===== config.mk =====
export PLATFORM = sky130hd
export DESIGN_NAME = chacha20_poly1305_seq
export DESIGN_NICKNAME = d
export VERILOG_FILES = /design/src/rtl/chacha20_poly1305_seq.sv
export SDC_FILE = /design/constraint.sdc
export NUM_CORES = 2
export LEC_CHECK = 0
export CAP_MARGIN = 10
export CORE_AREA = 3 3 708 710
export DETAILED_ROUTE_END_ITERATION = 8
export DIE_AREA = 0 0 711 713
export PLACE_DENSITY = 0.37
export SETUP_SLACK_MARGIN = 0.4
export SLEW_MARGIN = 20
export SYNTH_ARGS = -nofsm -noshare
export SYNTH_HDL_FRONTEND = slang
export SYNTH_SLANG_ARGS = --single-unit

===== constraint.sdc =====
create_clock -name clk -period 2.55 [get_ports clk]
set_input_delay 0.51 -clock clk [delete_from_list [all_inputs] [get_ports clk]]
set_output_delay 0.51 -clock clk [all_outputs]
set_load 0.005 [all_outputs]

===== src/rtl/chacha20_poly1305_seq.sv =====
// chacha20_poly1305_seq: host-side AEAD message sequencer in front of
// chacha20_poly1305_core (cfg, AAD, payload XOR keystream, length block, tag).
module chacha20_poly1305_seq #(
  parameter int LEN_W = 32
) (
  input  logic             clk,
  input  logic             rst_n,
  input  logic             start,
  input  logic             dec,
  input  logic [LEN_W-1:0] aad_len,
  input  logic [LEN_W-1:0] pld_len,
  input  logic [127:0]     exp_tag,
  input  logic             abort,
  input  logic             in_valid,
  output logic             in_ready,
  input  logic [127:0]     in_data,
  input  logic [15:0]      in_keep,
  output logic             out_valid,
  input  logic             out_ready,
  output logic [127:0]     out_data,
  output logic [15:0]      out_keep,
  output logic             busy,
  output logic [127:0]     tag,
  output logic             tag_valid,
  output logic             auth_ok,
  output logic             cfg_we,
  output logic             ks_req,
  input  logic             ks_valid,
  input  logic [511:0]     ks_data,
  output logic             aad_valid,
  output logic [127:0]     aad_data,
  output logic [15:0]      aad_keep,
  input  logic             aad_ready,
  output logic             pld_valid,
  output logic [127:0]     pld_data,
  output logic [15:0]      pld_keep,
  input  logic             pld_ready,
  output logic             len_valid,
  output logic [127:0]     len_block,
  input  logic             len_ready,
  input  logic [127:0]     tag_pre_xor,
  input  logic             tag_pre_xor_valid,
  input  logic [127:0]     tagmask,
  input  logic             tagmask_valid
);

  typedef enum logic [2:0] {
    S_IDLE, S_CFG, S_AAD, S_PLD, S_LEN, S_TAG, S_DONE
  } state_t;

  state_t state, state_n;

  logic             dec_r;
  logic [LEN_W-1:0] aad_len_r, pld_len_r, rem;
  logic [127:0]     exp_tag_r;
  logic [511:0]     ks_buf;
  logic             ks_full, ks_pend;
  logic [1:0]       lane_idx;
  logic [127:0]     x_r, p_r;
  logic [15:0]      keep_r;
  logic             ov, pv, last_r;
  logic [127:0]     pre_r, mask_r, tag_r;
  logic             pre_ok, mask_ok, tag_v, auth_r;

  logic             go, last_beat, drain, ks_load;
  logic             acc_aad, acc_pld;
  logic [127:0]     lane, x_n, pmask;
  logic [15:0]      keep_n;
  logic             unused;

  function automatic logic [LEN_W-1:0] beats(
    input logic [LEN_W-1:0] n
  );
    return (n >> 4) + LEN_W'(|n[3:0]);
  endfunction

  function automatic logic [15:0] tail_keep(
    input logic [3:0] m
  );
    return (m == 4'd0) ? 16'hFFFF
                       : 16'((17'd1 << m) - 17'd1);
  endfunction

  function automatic logic [127:0] byte_mask(
    input logic [15:0] k
  );
    logic [127:0] m;
    for (int i = 0; i < 16; i++)
      m[8*i +: 8] = {8{k[i]}};
    return m;
  endfunction

  assign unused    = ^in_keep;
  assign go        = start & ~abort &
                     (state == S_IDLE || state == S_DONE);
  assign last_beat = (rem == LEN_W'(1));
  assign ks_load   = ks_valid & ks_pend;
  assign lane      = ks_buf[{lane_idx, 7'd0} +: 128];
  assign keep_n    = last_beat ? tail_keep(pld_len_r[3:0])
                               : 16'hFFFF;
  assign pmask     = byte_mask(keep_n);
  assign x_n       = (in_data ^ lane) & pmask;
  assign drain     = (ov | pv) & (~ov | out_ready) &
                     (~pv | pld_ready);
  assign acc_aad   = (state == S_AAD) & in_valid & in_ready;
  assign acc_pld   = (state == S_PLD) & in_valid & in_ready;

  always_comb begin
    state_n   = state;
    in_ready  = 1'b0;
    aad_valid = 1'b0;
    cfg_we    = 1'b0;
    ks_req    = 1'b0;
    len_valid = 1'b0;
    unique case (state)
      S_IDLE: if (go) state_n = S_CFG;
      S_CFG: begin
        cfg_we = 1'b1;
        if (aad_len_r != '0)      state_n = S_AAD;
        else if (pld_len_r != '0) state_n = S_PLD;
        else                      state_n = S_LEN;
      end
      S_AAD: begin
        in_ready  = aad_ready;
        aad_valid = in_valid;
        if (in_valid & aad_ready & last_beat)
          state_n = (pld_len_r != '0) ? S_PLD : S_LEN;
      end
      S_PLD: begin
        in_ready = ks_full & ~ov & ~pv & (rem != '0);
        ks_req   = ~ks_full & ~ks_pend & (rem != '0);
        if (drain & last_r) state_n = S_LEN;
      end
      S_LEN: begin
        len_valid = 1'b1;
        if (len_ready) state_n = S_TAG;
      end
      S_TAG: if (pre_ok & mask_ok) state_n = S_DONE;
      S_DONE: state_n = go ? S_CFG : S_IDLE;
      default: state_n = S_IDLE;
    endcase
    // abort squashes every same-cycle handshake and pulse
    if (abort) begin
      state_n   = S_IDLE;
      in_ready  = 1'b0;
      aad_valid = 1'b0;
      cfg_we    = 1'b0;
      ks_req    = 1'b0;
      len_valid = 1'b0;
    end
  end

  always_ff @(posedge clk or negedge rst_n) begin
    if (!rst_n) begin
      state     <= S_IDLE;
      dec_r     <= 1'b0;
      aad_len_r <= '0;
      pld_len_r <= '0;
      exp_tag_r <= '0;
      rem       <= '0;
      ks_buf    <= '0;
      ks_full   <= 1'b0;
      ks_pend   <= 1'b0;
      lane_idx  <= 2'd0;
      x_r       <= '0;
      p_r       <= '0;
      keep_r    <= '0;
      ov        <= 1'b0;
      pv        <= 1'b0;
      last_r    <= 1'b0;
      pre_r     <= '0;
      mask_r    <= '0;
      tag_r     <= '0;
      pre_ok    <= 1'b0;
      mask_ok   <= 1'b0;
      tag_v     <= 1'b0;
      auth_r    <= 1'b0;
    end else begin
      state <= state_n;
      if (abort) begin
        rem     <= '0;
        ks_full <= 1'b0;
        ks_pend <= 1'b0;
        ov      <= 1'b0;
        pv      <= 1'b0;
        last_r  <= 1'b0;
        pre_ok  <= 1'b0;
        mask_ok <= 1'b0;
        tag_v   <= 1'b0;
        tag_r   <= '0;
        auth_r  <= 1'b0;
      end else begin
        if (go) begin
          dec_r     <= dec;
          aad_len_r <= aad_len;
          pld_len_r <= pld_len;
          exp_tag_r <= exp_tag;
          tag_v     <= 1'b0;
          auth_r    <= 1'b0;
        end
        if (state == S_CFG) begin
          ks_full <= 1'b0;
          ks_pend <= 1'b0;
          pre_ok  <= 1'b0;
          mask_ok <= 1'b0;
          last_r  <= 1'b0;
          rem     <= (aad_len_r != '0) ? beats(aad_len_r)
                                       : beats(pld_len_r);
        end
        if (acc_aad)
          rem <= last_beat ? beats(pld_len_r)
                           : rem - LEN_W'(1);
        if (ks_req) ks_pend <= 1'b1;
        if (ks_load) begin
          ks_buf   <= ks_data;
          ks_full  <= 1'b1;
          ks_pend  <= 1'b0;
          lane_idx <= 2'd0;
        end
        if (acc_pld) begin
          x_r      <= x_n;
          p_r      <= dec_r ? (in_data & pmask) : x_n;
          keep_r   <= keep_n;
          ov       <= 1'b1;
          pv       <= 1'b1;
          last_r   <= last_beat;
          rem      <= rem - LEN_W'(1);
          lane_idx <= lane_idx + 2'd1;
          if (lane_idx == 2'd3) ks_full <= 1'b0;
        end else begin
          if (out_ready) ov <= 1'b0;
          if (pld_ready) pv <= 1'b0;
        end
        if (state == S_TAG) begin
          if (tag_pre_xor_valid & ~pre_ok) begin
            pre_r  <= tag_pre_xor;
            pre_ok <= 1'b1;
          end
          if (tagmask_valid & ~mask_ok) begin
            mask_r  <= tagmask;
            mask_ok <= 1'b1;
          end
          if (pre_ok & mask_ok) begin
            tag_r  <= pre_r ^ mask_r;
            tag_v  <= 1'b1;
            auth_r <= dec_r &
                      ((pre_r ^ mask_r) == exp_tag_r);
          end
        end
      end
    end
  end

  assign busy      = (state != S_IDLE) && (state != S_DONE);
  assign out_valid = ov;
  assign out_data  = x_r;
  assign out_keep  = keep_r;
  assign pld_valid = pv;
  assign pld_data  = p_r;
  assign pld_keep  = keep_r;
  assign aad_data  = (state == S_AAD) ? in_data : '0;
  assign aad_keep  = (state != S_AAD) ? 16'h0000 :
                     last_beat ? tail_keep(aad_len_r[3:0])
                               : 16'hFFFF;
  assign len_block = {64'(pld_len_r), 64'(aad_len_r)};
  assign tag       = tag_r;
  assign tag_valid = tag_v;
  assign auth_ok   = auth_r;

endmodule

==> metrics.txt <==
Netlist cell types=88; Die Width=711 um; Post-DP HPWL=355 mm; GPL Wtd Cong=0.880; vias in the first global route=56360; TritonCTS Sinks=1407; PnR worst setup slack=-1.16 ns; Reg power frac=0.332; first-pass GRT wire length=568 mm; Crit path largest cell delay=0.56 ns; ys async rst share=1.00; Syn Inst Count=5122; Top Ports=1815; PwrDens=907 nW/um2; CTS tree=done; H-tree levels=4; number of endpoints failing setup at the final stage=486; Worst Path Max Fanout=4; DR vias/cell=3.70; Area growth syn-to-layout=68.3%; final slew viol count=0; Pwr Total=99000 uW; CP cell instances=or4b_4, ha_4, or2_4, o21ai_2, a22o_1, a21oi_2, o21ai_4, buf_12; fmax=270 MHz; Post-synth EDFFs=0; buffers added on ports=1734; Net Sw Frac=0.350; outcome=finished with violations; CTS root buf=clkbuf_16; Antenna Nets Post-Route=0; pre-CTS setup slack=-0.822 ns; share of layout cells above drive strength 1=0.375; largest net degree at the start of global routing=125; Vias=54117; Initial Utilization=0.131; Rows=259; VDD IR max=0.586 mV; gr usage total=0.167; cell internal pwr=64400 uW; clock share of power=0.284; synth top area cells=dfrtp_1, mux2_2, xnor2_1; share of the synthesized area in the top cell type=0.543; max-cap violation count=0; Psw=34600 uW; yosys warns=0; drt initial violations=2931; Post-DP Area=96100 um2; Max-slew headroom=0.237; Initial DRT Pass Iterations=5; Logic pwr share=0.384; CP top delay family=simple AND/OR/NAND/NOR gates; Post-synth top flop=dfrtp_1; CORE AREA=496000 um2; clock skew=0.112 ns; LEAKAGE=0.0459 uW; final WL=452 mm; area leader, netlist=dfrtp_1; Final Hold Viols=0; CTS Buf Count=194; min Tclk post-route=3.71 ns; Crit path arrival time=3.20 ns; Seq/Total Area, Yosys=0.543; Die Y-Extent=713 um; final instance area=109000 um2; crit path kind=flop to output pin; Worst-path clk slew=0.05 ns; DRC Markers=0; HP Class=input pin to flop; Commonest cells post-synth=dfrtp_1, mux2_2, xnor2_1, nand2_1, o21ai_0; Worst-Skew Late Latency=0.94 ns; final cycle utilization of the critical path=1.45; crit path launch type=flop; Critical Path End Type=output pin; Bufs and invs on worst path=1; count leader, synth=dfrtp_1; initial antenna violation count=214; slew at the pin closest to its max-slew limit=1.14 ns; Die ar.=507000 um2; grt ovf=0; mean routed wirelength per cell=31.0 um; Mapped Avg Cell Area=12.7 um2; mapped cell area=64800 um2; crit path max-delay cell type=or4b_4; WP data required=2.04 ns; hold slack=0.167 ns; Final nets=8844; RSZ-0062 raised after global routing=yes; failing checks=negative setup slack; FF+latch count, synth=1407; Final Util=0.220; clk buf depth=4
==> power groups by stage <==
stage	clock [uW]	combinational (uW)	sequential [uW]
after global routing	30100	40500	33500
after floorplan	0	14600	31300
after CTS	29300	37100	32900
after global placement	0	33000	33000
final	28100	38100	32800
after detailed placement	0	33000	33200
==> worst reg2reg max path, delay by kind of cell, from the launching register on <==
kind / cells / cell delay [ns]
AO/OA/AOI/OAI: 3 / 0.40
flip-flops: 1 / 0.41
buffers and inverters: 10 / 1.31
AND/OR/NAND/NOR: 4 / 0.87
==> cells in the final DEF, fill, tap and decap left out, types with 29 or more instances in the layout <==
cell             netlist  routed
buf_16                 0      38
xnor2_1              464     458
o21ai_2                6     147
buf_12                 0     168
nand4_1               35      35
nand3_1               41      37
and3_4                 0      92
mux4_2               128     128
conb_1                 1      64
and3_1               144      52
nor4_1                39      34
nor2b_1              133     132
a21oi_1               39      32
dfrtp_1             1407    1398
buf_6                  3     188
buf_4                 81     646
a211oi_1             120     120
clkbuf_8               0      43
diode_2                0      87
nand2_4                0      32
nor2_1               190     183
mux2_2               955     955
nand2_2                1      35
xor2_1                67      67
o21ai_0              302     141
clkbuf_16              0     235
clkdlybuf4s50_1        0    1566
clkbuf_1             193      53
nand2_1              386     315
buf_8                  0      29
==> path summary, 6_finish.rpt <==
path	slack, ns	end	startpoint	cells after the start
max reg2reg	-0.52	out_data[74]	rem[15]	17
min reg2reg	0.48	pld_data[109]	pld_data[109]	2
max in group asynchronous	1.11	ks_buf[150]	rst_n	3
max	-1.16	aad_keep[10]	aad_len_r[2]	8
min	0.17	out_valid	abort	3
min in group asynchronous	0.29	pld_len_r[25]	rst_n	2
==> per-layer routing <==
| layer | global-route usage | vias up | share of wire |
|---|---|---|---|
| met5 | 0 | - | 0.0012 |
| met4 | 0.0417 | 82 | 0.031 |
| met3 | 0.0422 | 616 | 0.063 |
| met2 | 0.290 | 1934 | 0.49 |
| met1 | 0.204 | 28065 | 0.41 |
| li1 | - | 23420 | - |
==> sequential cells by signal, indices dropped and copies added (netlist names), 2 cells and up <==
register	count
mask_r	128
tag	128
ks_buf	512
lane_idx	2
state	3
pld_data	128
pre_r	128
aad_len_r	32
rem	32
pld_len_r	32
out_data	128
exp_tag_r	128
out_keep	16
==> cell type report <==
type                       instances  area, um2
clock buffer                     292       5700
fill                           53261     387000
antenna                           87        218
multi-input combinational       3376      30100
sequential                      1407      35200
timing repair inverter             1       20.0
tap                             6655       8330
inverter                          20        104
timing repair buffer            2717      28700
clock inverter                    55        759
==> timing repair <==
action | CTS | global route
setup endpoints to repair | 1349 | 1406
pin swaps | 49 | 211
cloned | 23 | 43
resized for setup | 708 | 684
setup buffers | 104 | 93
hold buffers | 2 | 0
hold endpoints to repair | 26 | 0
==> kinds of logic after synthesis <==
group	after synthesis	share of synthesized area
adder cells (fa/ha/maj)	10	0.00193
AO/OA/AOI/OAI	620	0.0600
XOR/XNOR	531	0.0717
buffers and inverters	404	0.0301
other	1	0.0000578
multiplexers	1097	0.212
AND/OR/NAND/NOR	1052	0.0807
flip-flops	1407	0.543
==> through the flow <==
| stage | setup TNS (ns) | std cells |
|---|---|---|
| floorplan | 0 | 5185 |
| global placement | -63.24 | 13911 |
| detailed placement | -58.48 | 13911 |
| CTS | -228.70 | 14387 |
| global route | -266.56 | 14567 |
| finish | -191.70 | 14610 |
No activity file was read; power rests on OpenSTA's default activity.
